<file path="config.mk">
export PLATFORM = sky130hd
export DESIGN_NAME = modexp_engine_flat
export DESIGN_NICKNAME = d
export VERILOG_FILES = /design/src/rtl/modexp_engine_if.sv /design/src/rtl/modexp_engine.sv /design/src/flat_wrapper.sv
export SDC_FILE = /design/constraint.sdc
export NUM_CORES = 1
export LEC_CHECK = 0
export ABC_AREA = 0
export BUFFER_PORTS_ARGS = -buffer_cell sky130_fd_sc_hd__buf_2
export CAP_MARGIN = 20
export CORE_ASPECT_RATIO = 0.75
export CORE_UTILIZATION = 60
export DETAILED_ROUTE_END_ITERATION = 10
export GPL_ROUTABILITY_DRIVEN = 0
export PLACE_DENSITY = 0.8
export SKIP_LAST_GASP = 1
export SYNTH_ARGS = -nofsm -noshare
export SYNTH_HDL_FRONTEND = slang
export SYNTH_SLANG_ARGS = --single-unit
</file>
<file path="constraint.sdc">
create_clock -name clk -period 15.9 [get_ports clk]
set_input_delay 3.18 -clock clk [delete_from_list [all_inputs] [get_ports clk]]
set_output_delay 3.18 -clock clk [all_outputs]
set_load 0.005 [all_outputs]
</file>
<file path="src/rtl/modexp_engine_if.sv">
// Request/result bundle for modexp_engine: operands and start in, result and
// busy/done/err status out.
interface modexp_engine_if #(
    parameter int WIDTH = 16
);
    logic             start;
    logic [WIDTH-1:0] data;
    logic [WIDTH-1:0] N;
    logic [WIDTH-1:0] key;
    logic [WIDTH-1:0] result;
    logic             busy;
    logic             done;
    logic             err;

    modport master (
        output start, data, N, key,
        input  result, busy, done, err
    );

    modport slave (
        input  start, data, N, key,
        output result, busy, done, err
    );
endinterface

</file>
<file path="src/rtl/modexp_engine.sv">
// Constant-time modular exponentiation (data^key mod N), right-to-left
// square-and-multiply over a bit-serial interleaved shift-add modular multiplier.
module modexp_engine #(
    parameter int WIDTH = 16,
    parameter int CNT_W = $clog2(WIDTH)
) (
    input  logic            clk,
    input  logic            rst,
    modexp_engine_if.slave  bus
);
    localparam int PW = WIDTH + 2;

    typedef enum logic [2:0] {
        S_IDLE,
        S_REDUCE,
        S_MUL,
        S_SQR,
        S_DONE
    } state_t;

    state_t           state_q, state_d;
    logic [WIDTH-1:0] n_q, n_d;
    logic [WIDTH-1:0] key_q, key_d;
    logic [WIDTH-1:0] a_q, a_d;
    logic [WIDTH-1:0] p_q, p_d;
    logic [WIDTH-1:0] base_q, base_d;
    logic [WIDTH-1:0] acc_q, acc_d;
    logic [WIDTH-1:0] result_q, result_d;
    logic [CNT_W-1:0] bit_cnt_q, bit_cnt_d;
    logic [CNT_W-1:0] step_cnt_q, step_cnt_d;
    logic             err_q, err_d;

    logic [WIDTH-1:0] b_sel;
    logic [WIDTH-1:0] step_res;
    logic             last_bit;

    // One multiplier step: P' = 2P + a*B, then at most two subtractions of N.
    // With P < N and B < N the sum stays below 3N, so two suffice.
    function automatic logic [WIDTH-1:0] mm_step(
        input logic [WIDTH-1:0] p,
        input logic             a_bit,
        input logic [WIDTH-1:0] b,
        input logic [WIDTH-1:0] n
    );
        logic [PW-1:0] s;
        logic [PW-1:0] nw;
        nw = {2'b00, n};
        s  = {1'b0, p, 1'b0} + (a_bit ? {2'b00, b} : '0);
        if (s >= nw) s = s - nw;
        if (s >= nw) s = s - nw;
        return s[WIDTH-1:0];
    endfunction

    always_ff @(posedge clk or posedge rst) begin
        if (rst) begin
            state_q    <= S_IDLE;
            n_q        <= '0;
            key_q      <= '0;
            a_q        <= '0;
            p_q        <= '0;
            base_q     <= '0;
            acc_q      <= '0;
            result_q   <= '0;
            bit_cnt_q  <= '0;
            step_cnt_q <= '0;
            err_q      <= 1'b0;
        end else begin
            state_q    <= state_d;
            n_q        <= n_d;
            key_q      <= key_d;
            a_q        <= a_d;
            p_q        <= p_d;
            base_q     <= base_d;
            acc_q      <= acc_d;
            result_q   <= result_d;
            bit_cnt_q  <= bit_cnt_d;
            step_cnt_q <= step_cnt_d;
            err_q      <= err_d;
        end
    end

    always_comb begin
        state_d    = state_q;
        n_d        = n_q;
        key_d      = key_q;
        a_d        = a_q;
        p_d        = p_q;
        base_d     = base_q;
        acc_d      = acc_q;
        result_d   = result_q;
        bit_cnt_d  = bit_cnt_q;
        step_cnt_d = step_cnt_q;
        err_d      = err_q;

        b_sel    = (state_q == S_REDUCE) ? WIDTH'(1) : base_q;
        step_res = mm_step(p_q, a_q[WIDTH-1], b_sel, n_q);
        last_bit = (bit_cnt_q == CNT_W'(WIDTH - 1));

        case (state_q)
            S_IDLE: begin
                if (bus.start) begin
                    err_d      = 1'b0;
                    n_d        = bus.N;
                    key_d      = bus.key;
                    p_d        = '0;
                    bit_cnt_d  = '0;
                    step_cnt_d = '0;
                    if (bus.N == '0) begin
                        err_d    = 1'b1;
                        result_d = '0;
                        state_d  = S_DONE;
                    end else begin
                        a_d     = bus.data;
                        base_d  = '0;
                        acc_d   = (bus.N == WIDTH'(1)) ? '0 : WIDTH'(1);
                        state_d = S_REDUCE;
                    end
                end
            end
            S_REDUCE, S_MUL, S_SQR: begin
                p_d       = step_res;
                a_d       = a_q << 1;
                bit_cnt_d = bit_cnt_q + CNT_W'(1);
                if (last_bit) begin
                    p_d       = '0;
                    bit_cnt_d = '0;
                    if (state_q == S_REDUCE) begin
                        base_d  = step_res;
                        a_d     = acc_q;
                        state_d = S_MUL;
                    end else if (state_q == S_MUL) begin
                        // Product is always computed; only the commit depends on the key bit.
                        if (key_q[0]) acc_d = step_res;
                        key_d   = key_q >> 1;
                        a_d     = base_q;
                        state_d = S_SQR;
                    end else begin
                        base_d = step_res;
                        if (step_cnt_q == CNT_W'(WIDTH - 1)) begin
                            result_d = acc_q;
                            state_d  = S_DONE;
                        end else begin
                            step_cnt_d = step_cnt_q + CNT_W'(1);
                            a_d        = acc_q;
                            state_d    = S_MUL;
                        end
                    end
                end
            end
            S_DONE:  state_d = S_IDLE;
            default: state_d = S_IDLE;
        endcase
    end

    assign bus.result = result_q;
    assign bus.err    = err_q;
    assign bus.done   = (state_q == S_DONE);
    assign bus.busy   = (state_q == S_REDUCE) || (state_q == S_MUL) || (state_q == S_SQR);
endmodule

</file>
<file path="src/flat_wrapper.sv">
// flat-port wrapper written by rule: the top's interface ports become plain ports
module modexp_engine_flat 
#(
    parameter int WIDTH = 16,
    parameter int CNT_W = $clog2(WIDTH)
)
  (clk, rst, bus_start, bus_data, bus_N, bus_key, bus_result, bus_busy, bus_done, bus_err);
  modexp_engine_if #(.WIDTH(WIDTH)) bus_i ();
  input  logic clk;
  input  logic rst;
  input wire logic [$bits(bus_i.start)-1:0] bus_start;
  input wire logic [$bits(bus_i.data)-1:0] bus_data;
  input wire logic [$bits(bus_i.N)-1:0] bus_N;
  input wire logic [$bits(bus_i.key)-1:0] bus_key;
  output wire logic [$bits(bus_i.result)-1:0] bus_result;
  output wire logic [$bits(bus_i.busy)-1:0] bus_busy;
  output wire logic [$bits(bus_i.done)-1:0] bus_done;
  output wire logic [$bits(bus_i.err)-1:0] bus_err;
  assign bus_i.start = bus_start;
  assign bus_i.data = bus_data;
  assign bus_i.N = bus_N;
  assign bus_i.key = bus_key;
  assign bus_result = bus_i.result;
  assign bus_busy = bus_i.busy;
  assign bus_done = bus_i.done;
  assign bus_err = bus_i.err;
  modexp_engine #(.WIDTH(WIDTH), .CNT_W(CNT_W)) u_core (.clk(clk), .rst(rst), .bus(bus_i));
endmodule
</file>
# Word level (Yosys, flattened, before mapping)
# Index checks and enable logic that the tools add are counted.
# Widths: inputs -> output; s select.
word_totals:
  latchBits: 0
  n_memories: 0
  output_inout_bits: 19
  mem_bits_rw: 0
  input_bits: 51
  rom_bits: 0
  register_bits: 124
  word_cells: 107
op_classes:
  n_reduce_logical: 15
  n_shift: 0
  n_eq_ne: 18
  n_addsub: 5
  n_mux: 56
  multipliers: 0
  bitwise: 0
  div: 0
  magnitude_cmp: 2
op_table:
  columns: ["op", "n"]
  rows:
  - ["$mux 16", 32]
  - ["$pmux 16 s2", 6]
  - ["$ge 18x16->1", 2]
  - ["$mux 4", 6]
  - ["$add 17x18->18", 1]
  - ["$mux 18", 1]
  - ["$mux 3", 6]
  - ["$sub 18x16->18", 1]
  - ["$eq 16x1->1 const B", 1]
  - ["$logic_not 16->1", 1]
  - ["$pmux 4 s2", 2]
  - ["$sub 16x16->16", 1]
  - ["$reduce_and 7->1", 2]
  - ["$ne 2x1->1 const B", 5]
  - ["$ne 2x2->1 const B", 5]
  - ["$reduce_and 5->1", 2]
  - ["$add 4x1->4 const B", 2]
  - ["$eq 4x4->1 const B", 2]
  - ["$eq 3x2->1 const B", 2]
  - ["$pmux 3 s2", 1]
  - ["$reduce_and 2->1", 3]
  - ["$reduce_and 6->1", 1]
  - ["$eq 3x1->1 const B", 1]
  - ["$eq 3x3->1 const B", 1]
  - ["7 further kinds", 9]

# Longest topological paths before layout
logic_depth:
  word_depth: 13
  mapped_depth: 36

# Least setup slack after synthesis
# OpenSTA, ideal clock, no wires.
synth_path:
  path_type: "reg-to-reg"
  startpoint: "register u_core.state_q[2]"
  endpoint: "register u_core.base_q[13]"
  required_time_ns: 15.743
  setup_ns: 0.157
  n_path_buf: 5
  setup_slack_ns: 8.608
  t_arrival_ns: 7.135
  stages_incl_launch_ff: 36
  cell_sequence: "dfrtp_1 > clkbuf_1 > nand2b_1 > nor2_1 > nor2b_1 > clkbuf_1 > and2_1 > ha_1 > fa_1 > a211oi_1 > o21bai_1 > o2111ai_1 > nand2_1 > a31oi_1 > xnor2_1 > ha_1 > o21a_1 > or2_1 > and2_1 > o31ai_2 > or3b_1 > buf_2 > buf_6 > mux2_2 > ha_1 > o211a_1 > o31ai_1 > a21oi_1 > o21ai_0 > a21oi_1 > o221a_2 > a31oi_1 > o311ai_4 > buf_6 > mux2i_1 > o31ai_1"
synth_via:
  elab_chain_len: 12
  elab_cells_between_ends: 24
  cone_classes: "3 x add/sub; 2 x order compare; 7 x eq/ne; 8 x mux; 4 x reduce/logical"
synth_lines:
  columns: ["item", "line", "text"]
  rows:
  - ["start: declaration", "modexp_engine.sv:21", "state_t state_q, state_d;"]
  - ["start signal: assignment", "modexp_engine.sv:68", "state_q <= state_d;"]
  - ["$eq 3x1->1", "modexp_engine.sv:95, modexp_engine.sv:99, modexp_engine.sv:127", null]
  - ["$mux 16", "modexp_engine.sv:95", "b_sel = (state_q == S_REDUCE) ? WIDTH'(1) : base_q;"]
  - ["$mux 16", "modexp_engine.sv:48", "s = {1'b0, p, 1'b0} + (a_bit ? {2'b00, b} : '0);"]
  - ["$add 17x18->18", "modexp_engine.sv:48", null]
  - ["$sub 18x16->18 or $ge 18x16->1 (tied branches)", "modexp_engine.sv:49", "if (s >= nw) s = s - nw;"]
  - ["$mux 18", "modexp_engine.sv:49", null]
  - ["$sub 16x16->16 or $ge 18x16->1 (tied branches)", "modexp_engine.sv:50", "if (s >= nw) s = s - nw;"]
  - ["$mux 16", "modexp_engine.sv:50", null]
  - ["$mux 16", "modexp_engine.sv:131", "end else if (state_q == S_MUL) begin"]
  - ["$mux 16", "modexp_engine.sv:127", "if (state_q == S_REDUCE) begin"]
  - ["$mux 16", "modexp_engine.sv:124", "if (last_bit) begin"]
  - ["$pmux 16 s2", "modexp_engine.sv:99", "case (state_q)"]
  - ["end signal: assignment", "modexp_engine.sv:73", "base_q <= base_d;"]
  - ["end: declaration", "modexp_engine.sv:26", "logic [WIDTH-1:0] base_q, base_d;"]
# Parallel ways exist; a longest one is shown, timed or not. The select of a mux whose other input is x is not followed.
# A chain may end at the register's enable or synchronous reset.

# Final worst setup path
layout_path:
  startpoint: "register u_core.state_q[2]"
  endpoint: "register u_core.base_q[12]"
# Same word-level chain as after synthesis.

==> metrics.txt <==
Yosys cell types 62; worst slew pin tran 1160 ps; final setup violation count 0; cell mode on critical path ha_1; WP buf/inv 0; type of the tightest min-delay check flip-flop to flip-flop; DPL Wire Length between 15000 and 20000 µm; antenna violations before repair 0; ant diodes 0; Setup TNS 0 ps; delay-heaviest family, CP compound AO/OA/AOI/OAI gates; First-pass DRT Iterations 6; clk buf depth 2; dominant synthesized flop cell dfrtp_1; Worst path max stage delay 760 ps; DR vias 7326; EDFF count, synth 0; HP Start u_core.bus.result[6]$_DFFE_PP0P_; total congestion overflow 0; Reg area approximately 3100 µm²; Mapped Cells 947; critical path arrival 9310 ps; status finished clean; Routed WL between 20000 and 25000 µm; slowest cell on the critical path or3b_1; Residual DRC 0; first-pass GRT wire length 34400 µm; critical path depth in cells 30; worst setup path start u_core.state_q[2]$_DFFE_PP0P_; Total Nets Final 1103; row cnt 36; R2R Setup Slk slightly below 7000 ps; Worst Skew 10.1 ps; share of post-route cells with drive strength above 1 0.142; DR iter-0 viols 722; startpoint class of the critical path flip-flop; vias per cell 6.19; Die Area 13900 µm²; FILL cells 986; Setup CP Type flip-flop to flip-flop; largest net degree at the start of global routing 75; worst-case reg-to-reg path depth 30; FF-to-FF End u_core.base_q[12]$_DFFE_PP0P_; Num CTS Buffers 17; port bufs 69; maxcap violations 0; core area 13000 µm²; number of H-tree levels 4; Clk Tree Root Cell clkbuf_16; CP Capture Type flip-flop; Worst R2R Start u_core.state_q[2]$_DFFE_PP0P_; CP Max Fanout 25; Tot GR Track Use 0.326; RSZ-0062 raised after global routing false; register clock-pin slew on the reported worst setup and hold paths 60 ps; Post-CTS Setup Bufs 0; initial core utilization 0.618; I/O pin count 70; Max Fclk 0.111 GHz; fin crit period about 9000 ps; Avg WL per Cell 18.4 µm; post-synth net total about 1.1k; vias in the first global route 6582; Hold Buf Count CTS 0; Synth Register Bits 124; synthesized area 8040 µm²; CTS tree done; CP endpoint u_core.base_q[12]$_DFFE_PP0P_; final slew viol count 0; Ys Warns 0; worst rel slew slack 0.224; area of the multi-input gates 4650 µm²; Layout area overhead 13.9%; final period utilization 0.568; share of synthesized flip-flops with an asynchronous set or reset 1.00; clk_lat worst skew slightly above 400 ps; Die W ~140 µm; final hold vios 0; CTS-repair resized insts 0; antenna-violating nets left 0; syn avg cell area 8.49 µm²; TritonCTS sink count 124; Worst EP required approximately 16000 ps; Die Height 102 µm; post-synthesis sequential area ratio 0.386; Post-Route Utilization 0.703
==> worst register-to-register path: cells and delay by family (launching register included) <==
family	cells	cell delay, ps
AOI/OAI and AO/OA	14	3650
and+or+nand+nor	9	2730
adders and majority gates	4	970
muxes	2	870
DFF	1	570
xor gates and xnor gates	1	130
==> sequential cells by signal (all words and copies together), names as in the netlist, 3 cells and up <==
name	count
u_core.step_cnt_q	4
u_core.p_q	16
u_core.bus.result	16
u_core.state_q	3
u_core.n_q	16
u_core.acc_q	16
u_core.a_q	16
u_core.bit_cnt_q	4
u_core.key_q	16
u_core.base_q	16
==> placed cells by master (no fill, tap or decap), drive strengths merged, types with 6 or more instances in the layout <==
cell,Yosys,final
and2,19,19
o22ai,18,18
nor4,6,6
mux2i,14,14
xnor2,31,31
a211oi,8,8
o21ai,104,104
nand3,8,8
ha,49,49
nor2,69,69
a21o,15,15
nand2,157,157
buf,7,78
nor3,10,10
or2,11,11
a31oi,24,24
inv,31,33
nand4,8,8
a21oi,88,88
mux2,11,11
o31ai,9,9
a22o,18,18
dfrtp,124,124
nor2b,7,7
clkbuf,37,19
and3,7,7
xor2,10,10
==> layer usage <==
metal / routed length (µm) / part of all wire / vias up / GRT usage
met3: 1760 / 0.081 / 29 / 0.0754
met1: 10100 / 0.46 / 3500 / 0.478
met5: 0 / 0 / - / 0
met4: 224 / 0.010 / 0 / 0.0778
met2: 9670 / 0.44 / 315 / 0.488
li1: - / - / 3482 / -
==> worst min path at each step <==
stage          depth (start not counted)  slack (ps)                          endpoint
2_1_floorplan                          2         450         u_core.a_q[0]$_DFFE_PP0P_
3_3_place_gp                           2         460  u_core.bus.result[1]$_DFFE_PP0P_
3_5_place_dp                           2         460  u_core.bus.result[6]$_DFFE_PP0P_
4_1_cts                                2         480  u_core.bus.result[6]$_DFFE_PP0P_
5_1_grt                                2         500        u_core.p_q[10]$_DFFE_PP0P_
6_report                               2         480  u_core.bus.result[6]$_DFFE_PP0P_
==> cells in the mapped netlist (2+ instances only) <==
| master | number | area (µm²) |
|---|---|---|
| a211oi_1 | 8 | 60.1 |
| a21boi_0 | 4 | 30.0 |
| a21o_1 | 15 | 113 |
| a21oi_1 | 88 | 440 |
| a221o_1 | 2 | 20.0 |
| a22o_1 | 18 | 158 |
| a31o_2 | 2 | 17.5 |
| a31oi_1 | 24 | 150 |
| and2_1 | 19 | 119 |
| and3_1 | 6 | 37.5 |
| and4_1 | 2 | 17.5 |
| buf_1 | 3 | 11.3 |
| buf_2 | 2 | 10.0 |
| buf_6 | 2 | 22.5 |
| clkbuf_1 | 37 | 139 |
| dfrtp_1 | 124 | 3100 |
| fa_1 | 3 | 60.1 |
| ha_1 | 49 | 613 |
| inv_1 | 31 | 116 |
| mux2_2 | 10 | 113 |
| mux2i_1 | 14 | 140 |
| nand2_1 | 157 | 589 |
| nand2b_1 | 5 | 31.3 |
| nand3_1 | 8 | 40.0 |
| nand4_1 | 8 | 50.1 |
| nor2_1 | 69 | 259 |
| nor2b_1 | 7 | 43.8 |
| nor3_1 | 10 | 50.1 |
| nor4_1 | 5 | 31.3 |
| o2111ai_1 | 2 | 17.5 |
| o211ai_1 | 3 | 22.5 |
| o21a_1 | 4 | 30.0 |
| o21ai_0 | 101 | 505 |
| o21ai_1 | 3 | 15.0 |
| o21bai_1 | 4 | 30.0 |
| o22ai_1 | 18 | 113 |
| o31ai_1 | 8 | 60.1 |
| or2_0 | 2 | 12.5 |
| or2_2 | 7 | 43.8 |
| or3_1 | 2 | 12.5 |
| xnor2_1 | 31 | 272 |
| xor2_1 | 10 | 87.6 |
==> cell type report <==
cell class / count / area share
Multi-Input combinational cell: 748 / 0.509
Sequential cell: 124 / 0.339
Clock buffer: 19 / 0.0495
Timing Repair Buffer: 78 / 0.0459
Tap cell: 171 / 0.0234
Clock inverter: 13 / 0.0206
Inverter: 31 / 0.0130
==> through the flow <==
stage | cells | hold WS, ps | area, µm² | worst slack (ps)
finish | 1184 | 478 | 9150 | 6880
detailed placement | 1150 | 465 | 8490 | 7260
CTS | 1182 | 477 | 9130 | 7110
floorplan | 947 | 450 | 8040 | 8610
global placement | 1150 | 459 | 8490 | 7580
global route | 1184 | 502 | 9150 | 6350
==> logic make-up (layout without fill, tap and decap cells) <==
logic type | after synthesis | in the layout | share of synthesized area
AND/OR/NAND/NOR | 315 | 315 | 0.177
XOR/XNOR | 41 | 41 | 0.0447
multiplexers | 25 | 25 | 0.0333
adder cells (fa/ha/maj) | 52 | 52 | 0.0837
flip-flops | 124 | 124 | 0.386
AO/OA/AOI/OAI | 315 | 315 | 0.239
buffers and inverters | 75 | 141 | 0.0372
Power is not shown: default switching activity piles up to over one toggle a cycle in this logic, so the estimate is an artifact.
